**src/rtl/vx_tcu_drl_result_fixup_if.sv**
```systemverilog
// Handshake bundle between the FEDP result path, the exception-flag path and TCU writeback.
// Flag vectors are packed as {sign, is_nan, is_inf}.
interface vx_tcu_drl_result_fixup_if #(
  parameter int DEPTH = 4,
  parameter int TAG_W = 8
) ();
  localparam int OCC_W = $clog2(DEPTH) + 1;

  logic             flush;
  logic             exc_valid;
  logic             exc_ready;
  logic [2:0]       exc_data;
  logic [TAG_W-1:0] exc_tag;
  logic             res_valid;
  logic             res_ready;
  logic [31:0]      res_data;
  logic [TAG_W-1:0] res_tag;
  logic             out_valid;
  logic             out_ready;
  logic [31:0]      out_data;
  logic [TAG_W-1:0] out_tag;
  logic             out_special;
  logic             out_nv;
  logic             err_tag;
  logic [OCC_W-1:0] occupancy;

  modport master (
    output flush, exc_valid, exc_data, exc_tag, res_valid, res_data, res_tag, out_ready,
    input  exc_ready, res_ready, out_valid, out_data, out_tag, out_special, out_nv,
           err_tag, occupancy
  );

  modport slave (
    input  flush, exc_valid, exc_data, exc_tag, res_valid, res_data, res_tag, out_ready,
    output exc_ready, res_ready, out_valid, out_data, out_tag, out_special, out_nv,
           err_tag, occupancy
  );
endinterface

```
**src/rtl/vx_tcu_drl_result_fixup.sv**
```systemverilog
// Aligns per-dot-product exception flags with returning FEDP results and substitutes
// IEEE special values before handing the result to writeback through an output register.
module vx_tcu_drl_result_fixup #(
  parameter int DEPTH = 4,
  parameter int TAG_W = 8
) (
  input logic                    clk,
  input logic                    reset_n,
  vx_tcu_drl_result_fixup_if.slave bus
);
  localparam int PTR_W = $clog2(DEPTH);
  localparam int OCC_W = PTR_W + 1;
  localparam logic [31:0] QNAN    = 32'h7FC0_0000;
  localparam logic [31:0] POS_INF = 32'h7F80_0000;
  localparam logic [31:0] NEG_INF = 32'hFF80_0000;

  logic [2:0]       flagMem_q [DEPTH];
  logic [TAG_W-1:0] tagMem_q  [DEPTH];

  logic [PTR_W-1:0] wrPtr_q, wrPtr_d;
  logic [PTR_W-1:0] rdPtr_q, rdPtr_d;
  logic [OCC_W-1:0] occ_q, occ_d;
  logic             outValid_q, outValid_d;
  logic [31:0]      outData_q, outData_d;
  logic [TAG_W-1:0] outTag_q, outTag_d;
  logic             outSpecial_q, outSpecial_d;
  logic             outNv_q, outNv_d;
  logic             errTag_q, errTag_d;

  logic             excReady, resReady, pushFire, popFire;
  logic [2:0]       headFlags;
  logic [TAG_W-1:0] headTag;
  logic [31:0]      mergedData;
  logic             mergedSpecial, mergedNv;

  // Both readies depend only on registered state and out_ready, never on the valids.
  assign excReady = (occ_q != OCC_W'(DEPTH));
  assign resReady = (occ_q != '0) & (~outValid_q | bus.out_ready);
  assign pushFire = bus.exc_valid & excReady & ~bus.flush;
  assign popFire  = bus.res_valid & resReady & ~bus.flush;

  assign headFlags = flagMem_q[rdPtr_q];
  assign headTag   = tagMem_q[rdPtr_q];

  always_comb begin
    mergedData    = bus.res_data;
    mergedSpecial = 1'b0;
    mergedNv      = 1'b0;
    if (headFlags[1]) begin
      mergedData    = QNAN;
      mergedSpecial = 1'b1;
      mergedNv      = 1'b1;
    end else if (headFlags[0]) begin
      mergedData    = headFlags[2] ? NEG_INF : POS_INF;
      mergedSpecial = 1'b1;
    end
  end

  always_comb begin
    wrPtr_d      = wrPtr_q;
    rdPtr_d      = rdPtr_q;
    occ_d        = occ_q;
    outValid_d   = outValid_q;
    outData_d    = outData_q;
    outTag_d     = outTag_q;
    outSpecial_d = outSpecial_q;
    outNv_d      = outNv_q;
    errTag_d     = errTag_q;
    if (bus.flush) begin
      wrPtr_d    = '0;
      rdPtr_d    = '0;
      occ_d      = '0;
      outValid_d = 1'b0;
      errTag_d   = 1'b0;
    end else begin
      if (pushFire) begin
        wrPtr_d = wrPtr_q + PTR_W'(1);
      end
      if (popFire) begin
        rdPtr_d      = rdPtr_q + PTR_W'(1);
        outValid_d   = 1'b1;
        outData_d    = mergedData;
        outTag_d     = bus.res_tag;
        outSpecial_d = mergedSpecial;
        outNv_d      = mergedNv;
        if (bus.res_tag != headTag) begin
          errTag_d = 1'b1;
        end
      end else if (bus.out_ready) begin
        outValid_d = 1'b0;
      end
      if (pushFire && !popFire) begin
        occ_d = occ_q + OCC_W'(1);
      end else if (popFire && !pushFire) begin
        occ_d = occ_q - OCC_W'(1);
      end
    end
  end

  always_ff @(posedge clk or negedge reset_n) begin
    if (!reset_n) begin
      wrPtr_q      <= '0;
      rdPtr_q      <= '0;
      occ_q        <= '0;
      outValid_q   <= 1'b0;
      outData_q    <= '0;
      outTag_q     <= '0;
      outSpecial_q <= 1'b0;
      outNv_q      <= 1'b0;
      errTag_q     <= 1'b0;
    end else begin
      wrPtr_q      <= wrPtr_d;
      rdPtr_q      <= rdPtr_d;
      occ_q        <= occ_d;
      outValid_q   <= outValid_d;
      outData_q    <= outData_d;
      outTag_q     <= outTag_d;
      outSpecial_q <= outSpecial_d;
      outNv_q      <= outNv_d;
      errTag_q     <= errTag_d;
    end
  end

  // Storage carries no reset; occupancy alone decides which entries are meaningful.
  always_ff @(posedge clk) begin
    if (pushFire) begin
      flagMem_q[wrPtr_q] <= bus.exc_data;
      tagMem_q[wrPtr_q]  <= bus.exc_tag;
    end
  end

  assign bus.exc_ready   = excReady;
  assign bus.res_ready   = resReady;
  assign bus.out_valid   = outValid_q;
  assign bus.out_data    = outData_q;
  assign bus.out_tag     = outTag_q;
  assign bus.out_special = outSpecial_q;
  assign bus.out_nv      = outNv_q;
  assign bus.err_tag     = errTag_q;
  assign bus.occupancy   = occ_q;
endmodule

```
**src/flat_wrapper.sv**
```systemverilog
// flat-port wrapper written by rule: the top's interface ports become plain ports
module vx_tcu_drl_result_fixup_flat 
#(
  parameter int DEPTH = 4,
  parameter int TAG_W = 8
)
  (clk, reset_n, bus_flush, bus_exc_valid, bus_exc_data, bus_exc_tag, bus_res_valid, bus_res_data, bus_res_tag, bus_out_ready, bus_exc_ready, bus_res_ready, bus_out_valid, bus_out_data, bus_out_tag, bus_out_special, bus_out_nv, bus_err_tag, bus_occupancy);
  vx_tcu_drl_result_fixup_if #(.DEPTH(DEPTH), .TAG_W(TAG_W)) bus_i ();
  input logic clk;
  input logic reset_n;
  input wire logic [$bits(bus_i.flush)-1:0] bus_flush;
  input wire logic [$bits(bus_i.exc_valid)-1:0] bus_exc_valid;
  input wire logic [$bits(bus_i.exc_data)-1:0] bus_exc_data;
  input wire logic [$bits(bus_i.exc_tag)-1:0] bus_exc_tag;
  input wire logic [$bits(bus_i.res_valid)-1:0] bus_res_valid;
  input wire logic [$bits(bus_i.res_data)-1:0] bus_res_data;
  input wire logic [$bits(bus_i.res_tag)-1:0] bus_res_tag;
  input wire logic [$bits(bus_i.out_ready)-1:0] bus_out_ready;
  output wire logic [$bits(bus_i.exc_ready)-1:0] bus_exc_ready;
  output wire logic [$bits(bus_i.res_ready)-1:0] bus_res_ready;
  output wire logic [$bits(bus_i.out_valid)-1:0] bus_out_valid;
  output wire logic [$bits(bus_i.out_data)-1:0] bus_out_data;
  output wire logic [$bits(bus_i.out_tag)-1:0] bus_out_tag;
  output wire logic [$bits(bus_i.out_special)-1:0] bus_out_special;
  output wire logic [$bits(bus_i.out_nv)-1:0] bus_out_nv;
  output wire logic [$bits(bus_i.err_tag)-1:0] bus_err_tag;
  output wire logic [$bits(bus_i.occupancy)-1:0] bus_occupancy;
  assign bus_i.flush = bus_flush;
  assign bus_i.exc_valid = bus_exc_valid;
  assign bus_i.exc_data = bus_exc_data;
  assign bus_i.exc_tag = bus_exc_tag;
  assign bus_i.res_valid = bus_res_valid;
  assign bus_i.res_data = bus_res_data;
  assign bus_i.res_tag = bus_res_tag;
  assign bus_i.out_ready = bus_out_ready;
  assign bus_exc_ready = bus_i.exc_ready;
  assign bus_res_ready = bus_i.res_ready;
  assign bus_out_valid = bus_i.out_valid;
  assign bus_out_data = bus_i.out_data;
  assign bus_out_tag = bus_i.out_tag;
  assign bus_out_special = bus_i.out_special;
  assign bus_out_nv = bus_i.out_nv;
  assign bus_err_tag = bus_i.err_tag;
  assign bus_occupancy = bus_i.occupancy;
  vx_tcu_drl_result_fixup #(.DEPTH(DEPTH), .TAG_W(TAG_W)) u_core (.clk(clk), .reset_n(reset_n), .bus(bus_i));
endmodule
```
**config.mk**
```make
export PLATFORM = sky130hd
export DESIGN_NAME = vx_tcu_drl_result_fixup_flat
export DESIGN_NICKNAME = d
export VERILOG_FILES = /design/src/rtl/vx_tcu_drl_result_fixup_if.sv /design/src/rtl/vx_tcu_drl_result_fixup.sv /design/src/flat_wrapper.sv
export SDC_FILE = /design/constraint.sdc
export NUM_CORES = 1
export LEC_CHECK = 0
export CORE_AREA = 4 4 128 69
export DETAILED_ROUTE_END_ITERATION = 6
export DIE_AREA = 0 0 132 73
export GPL_TIMING_DRIVEN = 0
export HOLD_SLACK_MARGIN = 0.08
export PLACE_DENSITY = 0.81
export SYNTH_ARGS = -nofsm -noshare
export SYNTH_HDL_FRONTEND = slang
export SYNTH_SLANG_ARGS = --single-unit
```
**constraint.sdc**
```tcl
create_clock -name clk -period 3.8 [get_ports clk]
set_clock_uncertainty 0.1 [all_clocks]
set_input_delay 0.76 -clock clk [delete_from_list [all_inputs] [get_ports clk]]
set_output_delay 0.76 -clock clk [all_outputs]
set_load 0.02 [all_outputs]
```
* Word level (Yosys, flattened, before mapping)
Memories as Yosys holds them, arrays and structs flattened.
Cells that the tools add are included.
** Cells by class
- Add/sub/neg operators :: 4
- Equal/unequal tests :: 2
- Mux-type cells :: 21
- Bitwise gates (word level) :: 8
- Reductions and logical operators :: 12
** Operators with widths (number)
- $mux 32 :: 3
- $mux 1 :: 11
- $mux 3 :: 3
- $reduce_bool 3->1 :: 3
- $mux 2 :: 4
- $ne 8x8->1 :: 1
- $reduce_bool 2->1 :: 3
- $and 1x1->1 :: 5
- $add 2x1->2 const B :: 2
- $reduce_and 2->1 :: 2
- $add 3x1->3 const B :: 1
- $ne 3x3->1 const B :: 1
- $sub 3x1->3 const B :: 1
- $logic_and 1x1->1 :: 2
- $logic_not 1->1 :: 2
- $not 1->1 :: 2
- $or 1x1->1 :: 1
** Storage, ports and cells
- Register bits after elaboration :: 51
- Bits in writable memories :: 44
- Input port bits :: 57
- Output and inout bits :: 49
- Memories :: 2
** Memories
- u_core.tagMem_q :: words 4, width 8, rd ports 1, clocked after memory_dff 0, wr ports 1, RTL line vx_tcu_drl_result_fixup.sv:18 : logic [TAG_W-1:0] tagMem_q [DEPTH];
- u_core.flagMem_q :: words 4, width 3, rd ports 1, clocked after memory_dff 0, wr ports 1, RTL line vx_tcu_drl_result_fixup.sv:17 : logic [2:0] flagMem_q [DEPTH];

* Logic depth before layout (Yosys ltp)
Gate-level depths: netlist of the first run.
- Depth in word-level cells :: 9
- Gate-level depth with buffers :: 8
- Mapped depth without buffers :: 8

* Least setup slack after synthesis of the first run
Ideal clock, no wire load.
- Path type :: flip-flop to flip-flop
- From :: reg u_core.occ_q[2] (netlist: u_core.bus.occupancy[2])
- To :: reg u_core.occ_q[2] (netlist: u_core.bus.occupancy[2])
- Setup time :: 86 ps
- Arrival time :: 2310 ps
- Slack :: 1304 ps
- Cell stages (with the launch flop) :: 9
- Buffers on the path :: 0
- Cell sequence :: dfrtp_1 or3b_2 nand2_4 nor2_1 and2_1 fa_1 and4_1 o21a_1 nor3_1
** Between the ends
- Elaborated cells on any way between the ends :: 17
** RTL lines
- start, declared :: RTL line vx_tcu_drl_result_fixup.sv:22 : logic [OCC_W-1:0] occ_q, occ_d;
- start signal, assigned :: RTL line vx_tcu_drl_result_fixup.sv:104 : occ_q <= '0;
- start signal, assigned :: RTL line vx_tcu_drl_result_fixup.sv:114 : occ_q <= occ_d;
- $ne 3x3->1 * :: RTL line vx_tcu_drl_result_fixup.sv:37 : assign excReady = (occ_q != OCC_W'(DEPTH));
- net bus_exc_ready :: RTL line flat_wrapper.sv:19 : output wire logic [$bits(bus_i.exc_ready)-1:0] bus_exc_ready;
- $and 1x1->1 * (2 in a row) :: RTL line vx_tcu_drl_result_fixup.sv:39 : assign pushFire = bus.exc_valid & excReady & ~bus.flush;
- $logic_and 1x1->1 / $logic_not 1->1 (equally long branches) :: RTL line vx_tcu_drl_result_fixup.sv:92, vx_tcu_drl_result_fixup.sv:94
- $mux 3 / $logic_and 1x1->1 (equally long branches) :: RTL line vx_tcu_drl_result_fixup.sv:92, vx_tcu_drl_result_fixup.sv:94
- $mux 3 / $reduce_bool 3->1 (equally long branches)
The timed path passes the listed nets; every way through them passes the cells marked *. The select of a mux whose other input is x is not followed.
A chain may end at the register's enable or synchronous reset.

* Worst setup path after layout of the first run
- From :: in bus_out_ready
- To :: out bus_res_ready
** Between the ends
- Longest elaborated chain between the ends :: 2
** RTL lines
- start, declared :: RTL line flat_wrapper.sv:18 : input wire logic [$bits(bus_i.out_ready)-1:0] bus_out_ready;
- $or 1x1->1 :: RTL line vx_tcu_drl_result_fixup.sv:38 : assign resReady = (occ_q != '0) & (~outValid_q | bus.out_ready);
- $and 1x1->1 :: RTL line vx_tcu_drl_result_fixup.sv:38
- end, declared :: RTL line flat_wrapper.sv:20 : output wire logic [$bits(bus_i.res_ready)-1:0] bus_res_ready;
Every way passes these cells.

==> results of run 1 <==
routing by layer:
layer / wire length (microns) / GRT usage, % / share of wire [%]
met3: 576 / 6.129 / 6.8
met5: 0 / 0 / 0
met1: 4132 / 27.01 / 49
met4: 108 / 6.286 / 1.3
met2: 3599 / 26.28 / 43
power by group through the flow:
stage               Sequential [mW]  Combinational [mW]  Clock (mW)
finish                         1.53                1.59       0.864
global route                   1.57                1.70       0.931
CTS                            1.53                1.61       0.877
detailed placement             1.55                1.60           0
global placement               1.53                1.58           0
floorplan                      1.82               0.581           0
cell families (layout without fill, tap and decap cells):
group           count (synthesis)  after routing  share of synthesized area [%]
compound gates                 41             41                          9.358
simple gates                   58             58                          7.320
flops                          95             95                          69.38
fa+ha+maj                       5              5                          1.872
buf+inv                        18            140                          2.139
mux                            12             12                          6.885
xor+xnor                       13             13                          3.041
final timing paths:
kind                                               from                       to  slack, ns  cells after the start
min in group clk                  u_core.bus.out_tag[1]    u_core.bus.out_tag[1]       0.38                      2
worst min register to register    u_core.bus.out_tag[1]    u_core.bus.out_tag[1]       0.38                      2
worst max-delay path                      bus_out_ready            bus_res_ready       0.74                      4
worst max register to register  u_core.bus.occupancy[1]  u_core.bus.occupancy[2]       1.27                      8
max in group asynchronous                       reset_n     u_core.bus.out_valid       2.75                      2
worst min-delay path                            reset_n  u_core.bus.out_data[16]       0.31                      1
worst max-delay path, delay by kind of cell:
family / cells / cell delay [ns]
buf+inv: 2 / 1.06
simple gates: 1 / 0.19
compound gates: 1 / 0.18
metrics by stage:
step	setup slack [ns]	std cells	hold slack [ns]	cell area, sq um	power (mW)
2_1_floorplan	1.304	242	0.3644	3744	2.401
3_3_place_gp	0.4302	447	0.3581	4920	3.111
3_5_place_dp	0.6328	448	0.3633	4935	3.151
4_1_cts	0.7342	464	0.3220	5218	4.018
5_1_grt	0.6803	464	0.3478	5218	4.196
6_report	0.7447	464	0.3107	5218	3.990
flip-flops by register name, summed over array words and instances, names as in the netlist:
signal	cells
u_core.bus.out_special	1
u_core.rdPtr_q	2
u_core.flagMem_q	12
u_core.tagMem_q	32
u_core.bus.err_tag	1
u_core.bus.occupancy	3
u_core.bus.out_nv	1
u_core.bus.out_data	32
u_core.bus.out_tag	8
u_core.bus.out_valid	1
u_core.wrPtr_q	2
layout make-up:
type	count	area (sq um)
multi-input combinational	129	1066
fill	523	2524
timing repair buffer	106	1066
buffer	11	53.80
clock inverter	5	50.05
tap	100	125.1
clock buffer	11	232.7
inverter	7	26.28
sequential	95	2597
Yosys cell counts:
cell type,n
a21oi_1,3
nand2_4,1
nor3_1,2
xor2_1,1
ha_1,4
a22o_1,22
or3b_2,1
nand4_1,2
o21ai_0,3
fa_1,1
and2_1,5
nand2b_1,1
mux2i_1,1
a211oi_1,1
and4_1,1
buf_6,1
o22a_1,8
o31a_1,1
nor2_1,10
nor3b_1,1
o311ai_4,1
nand3_1,1
nor3_2,1
nand2_1,30
buf_2,4
dfrtp_1,51
inv_1,7
mux4_2,11
or3_1,1
o31ai_1,1
or2_1,1
o21a_1,1
xnor2_1,12
clkbuf_1,6
edfxtp_1,44
==> results_dict.tcl, run 1 <==
set metrics [dict create \
    drt_iter0_markers 178 \
    vdd_drop_max_v 0.0003082 \
    die_width_microns 132 \
    p_clk_share_pct 21.7 \
    max_clock_freq_ghz 0.3273 \
    insertion_delay_ns 0.34 \
    drt_first_pass_iters 4 \
    drtAntennaViolNets 0 \
    final_nets 421 \
    vias 2435 \
    p_sw_share_pct 32.95 \
    rows 23 \
    tritoncts "yes" \
    cts.sinks 95 \
    tns_ns 0 \
    hold_viol 0 \
    drt-total-wl_microns 8416 \
    pin_count 106 \
    p_leak_nw 2.010 \
    synth_top_area_share_pct 35.29 \
    coreArea_sq_um 7741 \
    netlist_instances 242 \
    start_util_pct 48.36 \
    antenna_cells 0 \
    slew_violations 0 \
    avgSynthCellArea_sq_um 15.47 \
    place.gp.congestion 0.7497 \
    crit_arrival_ns 2.20 \
    die_y_microns 73 \
    final_common_cell "clkdlybuf4s50_1" \
    yosysUniqueCellTypes 35 \
    timing.max_cap.violations 0 \
    cts.hold.buffers_added 0 \
    drive_gt1_share_pct 9.341 \
    seqPwrFrac_pct 38.4 \
    h-tree-depth 3 \
    grt_util_all_layers_pct 18.52 \
    crit_path_max_incr_delay_ns 0.61 \
    path_cells "clkdlybuf4s50_1 > nand2b_1 > o31a_1 > clkdlybuf4s50_1" \
    final_util_pct 67.40 \
    yosysWarnings 0 \
    hp-class "input port to asynchronous set/reset pin" \
    grt_pass1_vias 2488 \
    internal-power_mw 2.676 \
    wl_per_cell_microns 18.14 \
    netlist_area_sq_um 3744 \
    crit_path_max_fanout 3 \
    path_class "input port to output pin" \
    numCtsBuffers 9 \
    die_area_sq_um 9636 \
    cts_setup_buffers 0 \
    synth_nets 304 \
    root_buffer "clkbuf_16" \
    synth_top_cell_by_area "edfxtp_1" \
    mostFrequentLayoutCells "clkdlybuf4s50_1, dfrtp_1, edfxtp_1" \
    grt_pass1_wl_microns 13460 \
    maxSlewHeadroom_pct 52.37 \
    power_density_nw_per_um2 764.8 \
    grt_max_degree 28 \
    vias_per_cell 5.248 \
    status "finished, final reports clean" \
    fin_crit_sh_pct 80.40 \
    grt_overflow_total 0 \
    min_period_ns 3.055 \
    critical-path-slowest-cell "clkdlybuf4s50_1" \
    cts-resized-gates 0 \
    worst_pin_slew_ns 0.7118 \
    clock_path_buffers 2 \
    io_buffers 105 \
    end_kind "output pin" \
    finalSetupViolCount 0 \
    synth_seq_area_share_pct 69.39 \
    crit_top_cell "clkdlybuf4s50_1" \
    clk_pin_slew_ns 0.06 \
    p_switching_mw 1.315 \
    synth-seq-cells 95 \
    drc_errors 0 \
    worst-endpoint-required_ns 2.94 \
    p_comb_share_pct 39.9 \
    antenna_found_initial 0 \
    ys_top_cells_by_area "edfxtp_1, dfrtp_1, mux4_2, a22o_1, nand2_1" \
    areaGrowthSynthToFinish_pct 39.37 \
    rsz0062_at_grt "false" \
    hpwl_microns 6263 \
    critPathLaunchType "input port" \
]
Note: power is estimated with default switching activity, not from simulation.
==> run 2, diff against run 1 <==
CORE_AREA = 4 4 137 73   (was 4 4 128 69)
DIE_AREA = 0 0 141 77   (was 0 0 132 73)
PLACE_DENSITY = 0.75   (was 0.81)
clock period = 2.6 ns   (was 3.8 ns; I/O delays follow)
==> run 2 against run 1 <==
Compared with the run above: final area up 1.2%; flip-flop and latch count unchanged; critical path depth up 4; combinational power up 47%; critical path type is now register to register; critical endpoint is now u_core.bus.occupancy[2]; largest cell class unchanged; highest routed layer unchanged.
==> results_dict.tcl, run 2 (synthesis gave the netlist of run 1 again) <==
set metrics [dict create \
    fin_crit_sh_pct 93.98 \
    drtAntennaViolNets 0 \
    vias_per_cell 4.979 \
    tritoncts "yes" \
    numCtsBuffers 9 \
    hold_path.startpoint "u_core.bus.out_tag[0]" \
    reg2reg_depth 8 \
    r2r_end "u_core.bus.occupancy[2]" \
    reg2reg_slack_ns 0.16 \
    crit_path_max_fanout 6 \
    drt_first_pass_iters 4 \
    multi_input_area_sq_um 1074 \
    timing.max_cap.violations 0 \
    coreArea_sq_um 8648 \
    rsz0062_at_grt "false" \
    vias 2400 \
    status "finished, final reports clean" \
    areaGrowthSynthToFinish_pct 41.11 \
    drt-total-wl_microns 8319 \
    place_ws_ns -0.2852 \
    drive_gt1_share_pct 11.23 \
    die_area_sq_um 10860 \
    fin_ws_ns 0.1564 \
    die_width_microns 141 \
    clk_pin_slew_ns 0.07 \
    path_class "register to register" \
    place_inst 465 \
    r2r_start "u_core.bus.occupancy[1]" \
    grt_pass1_wl_microns 13390 \
    max_clock_freq_ghz 0.4092 \
    final_common_cell "clkdlybuf4s50_1" \
    drt_iter0_markers 119 \
    p_leak_nw 2.041 \
    whs_endpoint "u_core.bus.out_tag[0]" \
    final_util_pct 61.08 \
    place.gp.congestion 0.7985 \
    finalSetupViolCount 0 \
    grt_pass1_vias 2533 \
    min_period_ns 2.444 \
    tns_ns 0 \
    maxSlewHeadroom_pct 51.64 \
    worstHoldPathCells 2 \
    stdcell_area_sq_um 5283 \
    hp-class "register to register" \
    grt_max_degree 29 \
    start_util_pct 43.29 \
    antenna_cells 0 \
    power.total_mw 5.892 \
    hold_viol 0 \
    pin_count 106 \
    place_area_sq_um 4956 \
    critPathLaunchType "register" \
    rows 24 \
    critical-path-slowest-cell "dfrtp_1" \
    final_nets 422 \
    grt_util_all_layers_pct 15.94 \
    crit_arrival_ns 2.59 \
    hold_ws_ns 0.3869 \
    io_buffers 105 \
    cts.sinks 95 \
    seq_area_sq_um 2599 \
    cts_setup_buffers 0 \
    antenna_found_initial 0 \
    slew_violations 0 \
    hpwl_microns 6138 \
    die_y_microns 77 \
    clock_path_buffers 2 \
    wl_per_cell_microns 17.26 \
    path_cells "or3b_4 > nand2_4 > nor2_1 > and2_1 > fa_1 > and4_1 > o21a_1 > nor3_1" \
    h-tree-depth 3 \
    worst-endpoint-required_ns 2.74 \
    worst_pin_slew_ns 0.7227 \
    insertion_delay_ns 0.33 \
    final_cells 482 \
    drc_errors 0 \
    root_buffer "clkbuf_16" \
    end_kind "register" \
    crit_path_max_incr_delay_ns 0.46 \
    vdd_drop_max_v 0.0005811 \
    power_density_nw_per_um2 1115 \
    mostFrequentLayoutCells "clkdlybuf4s50_1, dfrtp_1, edfxtp_1" \
    fillers 645 \
    grt_overflow_total 0 \
]
run 2: cell count changes in the layout (fill, tap and decap cells not counted), sizes merged:
| cell | delta |
|---|---|
| clkdlybuf4s50 | -1 |
| clkinv | -1 |
| clkbuf | -2 |
| dlygate4sd3 | +1 |
| dlymetal6s2s | +1 |
| inv | +3 |
run 2: layout make-up:
cell class              count  area share [%]
flip-flops and latches     95           49.19
repair buffers            107           20.42
multi-input cells         129           20.32
clock buffers               9           4.263
well taps                 117           2.771
clock inverters             7           1.492
plain buffers              11           1.042
inverters                   7          0.4974
run 2: timing repair:
item / CTS / global route
setup endpoints to repair: 0 / 3
hold buffers: 1 / 0
resized for setup: 0 / 6
endpoints found under the hold margin: 23 / 0
run 2: worst max path at each step:
| stage | from | to | cells past startpoint |
|---|---|---|---|
| 4_1_cts | bus_out_ready | bus_res_ready | 4 |
| 2_1_floorplan | u_core.bus.occupancy[2] | u_core.bus.occupancy[2] | 8 |
| 3_3_place_gp | reset_n | u_core.bus.out_tag[5] | 1 |
| 6_report | u_core.bus.occupancy[1] | u_core.bus.occupancy[2] | 8 |
| 5_1_grt | u_core.bus.occupancy[1] | u_core.bus.occupancy[2] | 8 |
| 3_5_place_dp | bus_flush | u_core.bus.occupancy[2] | 8 |
run 2: per-layer routing:
layer | vias up | global-route usage, % | wire, microns
met4 | 0 | 5.029 | 94
met1 | 1190 | 18.88 | 3508
met3 | 10 | 4.475 | 427
met2 | 71 | 28.29 | 4289
met5 | - | 0 | 0
li1 | 1129 | - | -
run 2: power by group:
group / switching (mW) / internal (mW) / total [mW] / leakage (nW)
Clock: 0.558 / 0.756 / 1.31 / 0.147
Combinational: 1.15 / 1.20 / 2.34 / 0.856
Sequential: 0.254 / 1.98 / 2.24 / 1.04
run 2: critical path, delay by kind of cell (launching register included):
family,cells,cell delay (ns)
flip-flops,1,0.46
AO/OA/AOI/OAI,1,0.19
AND/OR/NAND/NOR,6,1.21
adder cells (fa/ha/maj),1,0.41
==> run 3, diff against run 2 <==
--- a/config.mk
+++ b/config.mk
@@ -13,2 +13,3 @@
 export PLACE_DENSITY = 0.75
+export SLEW_MARGIN = 15
 export SYNTH_ARGS = -nofsm -noshare
==> constraint.sdc (replaced) <==
create_clock -name clk -period 2.6 [get_ports clk]
set_clock_uncertainty 0.1 [all_clocks]
set_input_delay 0.65 -clock clk [delete_from_list [all_inputs] [get_ports clk]]
set_output_delay 0.65 -clock clk [all_outputs]
set_load 0.02 [all_outputs]
==> run 3 against run 2 <==
Compared with the run above: critical path depth decreased by 4; sequential power is essentially flat; sequential share of layout area increased by 0.16 points; via count shrank 0.67%; die area unchanged; register-to-register slack worse by 0.08 ns; critical path type is now input port to output pin; critical endpoint is now bus_res_ready.
==> results_dict.tcl, run 3 (synthesis gave the netlist of run 1 again) <==
set metrics [dict create \
    drtAntennaViolNets 0 \
    drt-total-wl_microns 8314 \
    coreArea_sq_um 8648 \
    slew_violations 0 \
    rsz0062_at_grt "true" \
    power_density_nw_per_um2 1115 \
    hold_ws_ns 0.1924 \
    path_class "input port to output pin" \
    drt_iter0_markers 151 \
    crit_start "bus_out_ready" \
    grt_overflow_total 0 \
    hold_viol 0 \
    p_leak_nw 2.023 \
    critPathLaunchType "input port" \
    place.gp.congestion 0.7985 \
    fin_ws_ns 0.03502 \
    vdd_drop_max_v 0.0005814 \
    crit_path_max_fanout 3 \
    min_period_ns 2.565 \
    stdcell_area_sq_um 5265 \
    start_util_pct 43.29 \
    timing.max_cap.violations 0 \
    vias_per_cell 4.956 \
    p_switching_mw 1.951 \
    tns_ns 0 \
    h-tree-depth 3 \
    finalSetupViolCount 0 \
    final_cells 481 \
    rows 24 \
    vias 2384 \
    reg2reg_depth 8 \
    antenna_found_initial 0 \
    place_inst 465 \
    power.total_mw 5.869 \
    worst-endpoint-required_ns 1.85 \
    grt_pass1_wl_microns 13340 \
    max_clock_freq_ghz 0.3899 \
    drt_first_pass_iters 4 \
    final_common_cell "clkdlybuf4s50_1" \
    r2r_end "u_core.bus.occupancy[2]" \
    root_buffer "clkbuf_16" \
    place_area_sq_um 4956 \
    pin_count 106 \
    wl_per_cell_microns 17.28 \
    die_area_sq_um 10860 \
    cts.sinks 95 \
    drc_errors 0 \
    hpwl_microns 6138 \
    insertion_delay_ns 0.34 \
    clk_pin_slew_ns 0.07 \
    end_kind "output pin" \
    clock_path_buffers 2 \
    status "finished, final reports clean" \
    maxSlewHeadroom_pct 57.67 \
    antenna_cells 0 \
    grt_pass1_vias 2523 \
    p_comb_share_pct 39.5 \
    drive_gt1_share_pct 11.26 \
    fin_crit_sh_pct 98.65 \
    cp-endpoint "bus_res_ready" \
    crit_arrival_ns 1.81 \
    numCtsBuffers 9 \
    p_clk_share_pct 22.3 \
    final_util_pct 60.88 \
    grt_util_all_layers_pct 15.90 \
    seqPwrFrac_pct 38.1 \
    internal-power_mw 3.918 \
    reg2reg_slack_ns 0.08 \
    die_y_microns 77 \
    worst_pin_slew_ns 0.6350 \
    r2r_start "u_core.bus.occupancy[1]" \
    hp-class "input port to asynchronous set/reset pin" \
    areaGrowthSynthToFinish_pct 40.64 \
    io_buffers 105 \
    grt_max_degree 29 \
    final_nets 421 \
    p_sw_share_pct 33.25 \
    place_ws_ns -0.4152 \
    tritoncts "yes" \
    mostFrequentLayoutCells "clkdlybuf4s50_1, dfrtp_1, edfxtp_1" \
    die_width_microns 141 \
]
==> run 3: cell types whose count changed in the layout (fill, tap and decap cells not counted) <==
cell / previous run / this run
nor2_2: 0 / 1
dlygate4sd2_1: 0 / 2
clkdlybuf4s50_1: 103 / 102
nor3b_1: 0 / 1
buf_2: 5 / 4
nor3b_2: 1 / 0
dlygate4sd3_1: 1 / 0
clkbuf_4: 0 / 1
dlymetal6s2s_1: 1 / 0
or3b_4: 1 / 0
nor2_1: 10 / 9
or3b_2: 0 / 1
==> run 3: final cells by class <==
cell class | count | area, sq um
Inverter | 7 | 26.28
Clock inverter | 7 | 78.83
Sequential cell | 95 | 2599
Fill cell | 644 | 3383
Tap cell | 117 | 146.4
Multi-Input combinational cell | 129 | 1069
Buffer | 11 | 57.56
Timing Repair Buffer | 106 | 1064
Clock buffer | 9 | 225.2
==> run 3: timing repair <==
| action | in CTS | in global routing |
|---|---|---|
| cloned | 0 | 0 |
| resized for setup | 3 | 3 |
| endpoints found under the setup margin | 3 | 11 |
| hold buffers | 0 | 0 |
| setup buffers | 0 | 0 |
==> run 3: worst max-delay path: stages <==
cell	delay (ns)
clkdlybuf4s50_1	0.45
nand2b_1	0.20
o31a_1	0.18
dlygate4sd2_1	0.34
==> run 3: how the worst min path moves through the flow <==
stage | from | endpoint | slack (ns) | cells after the start
after floorplan | reset_n | u_core.bus.err_tag | 0.25 | 0
after global placement | u_core.bus.out_tag[3] | u_core.bus.out_tag[3] | 0.36 | 2
after detailed placement | u_core.bus.out_tag[0] | u_core.bus.out_tag[0] | 0.37 | 2
after CTS | reset_n | u_core.bus.out_data[20] | 0.19 | 1
after global routing | reset_n | u_core.bus.out_data[9] | 0.22 | 1
final | reset_n | u_core.bus.out_data[9] | 0.19 | 1
==> run 3: power groups by stage <==
stage / Combinational (mW) / Sequential (mW) / Clock, mW
2_1_floorplan: 0.849 / 2.66 / 0
3_3_place_gp: 2.30 / 2.23 / 0
3_5_place_dp: 2.36 / 2.27 / 0
4_1_cts: 2.36 / 2.24 / 1.35
5_1_grt: 2.49 / 2.29 / 1.41
6_report: 2.32 / 2.24 / 1.31
==> run 3: layer usage <==
| layer | track usage (%) | vias up | routed length [microns] |
|---|---|---|---|
| li1 | - | 1125 | - |
| met1 | 18.84 | 1173 | 3461 |
| met2 | 28.20 | 80 | 4349 |
| met3 | 4.475 | 6 | 445 |
| met4 | 5.029 | 0 | 58 |
| met5 | 0 | - | 0 |
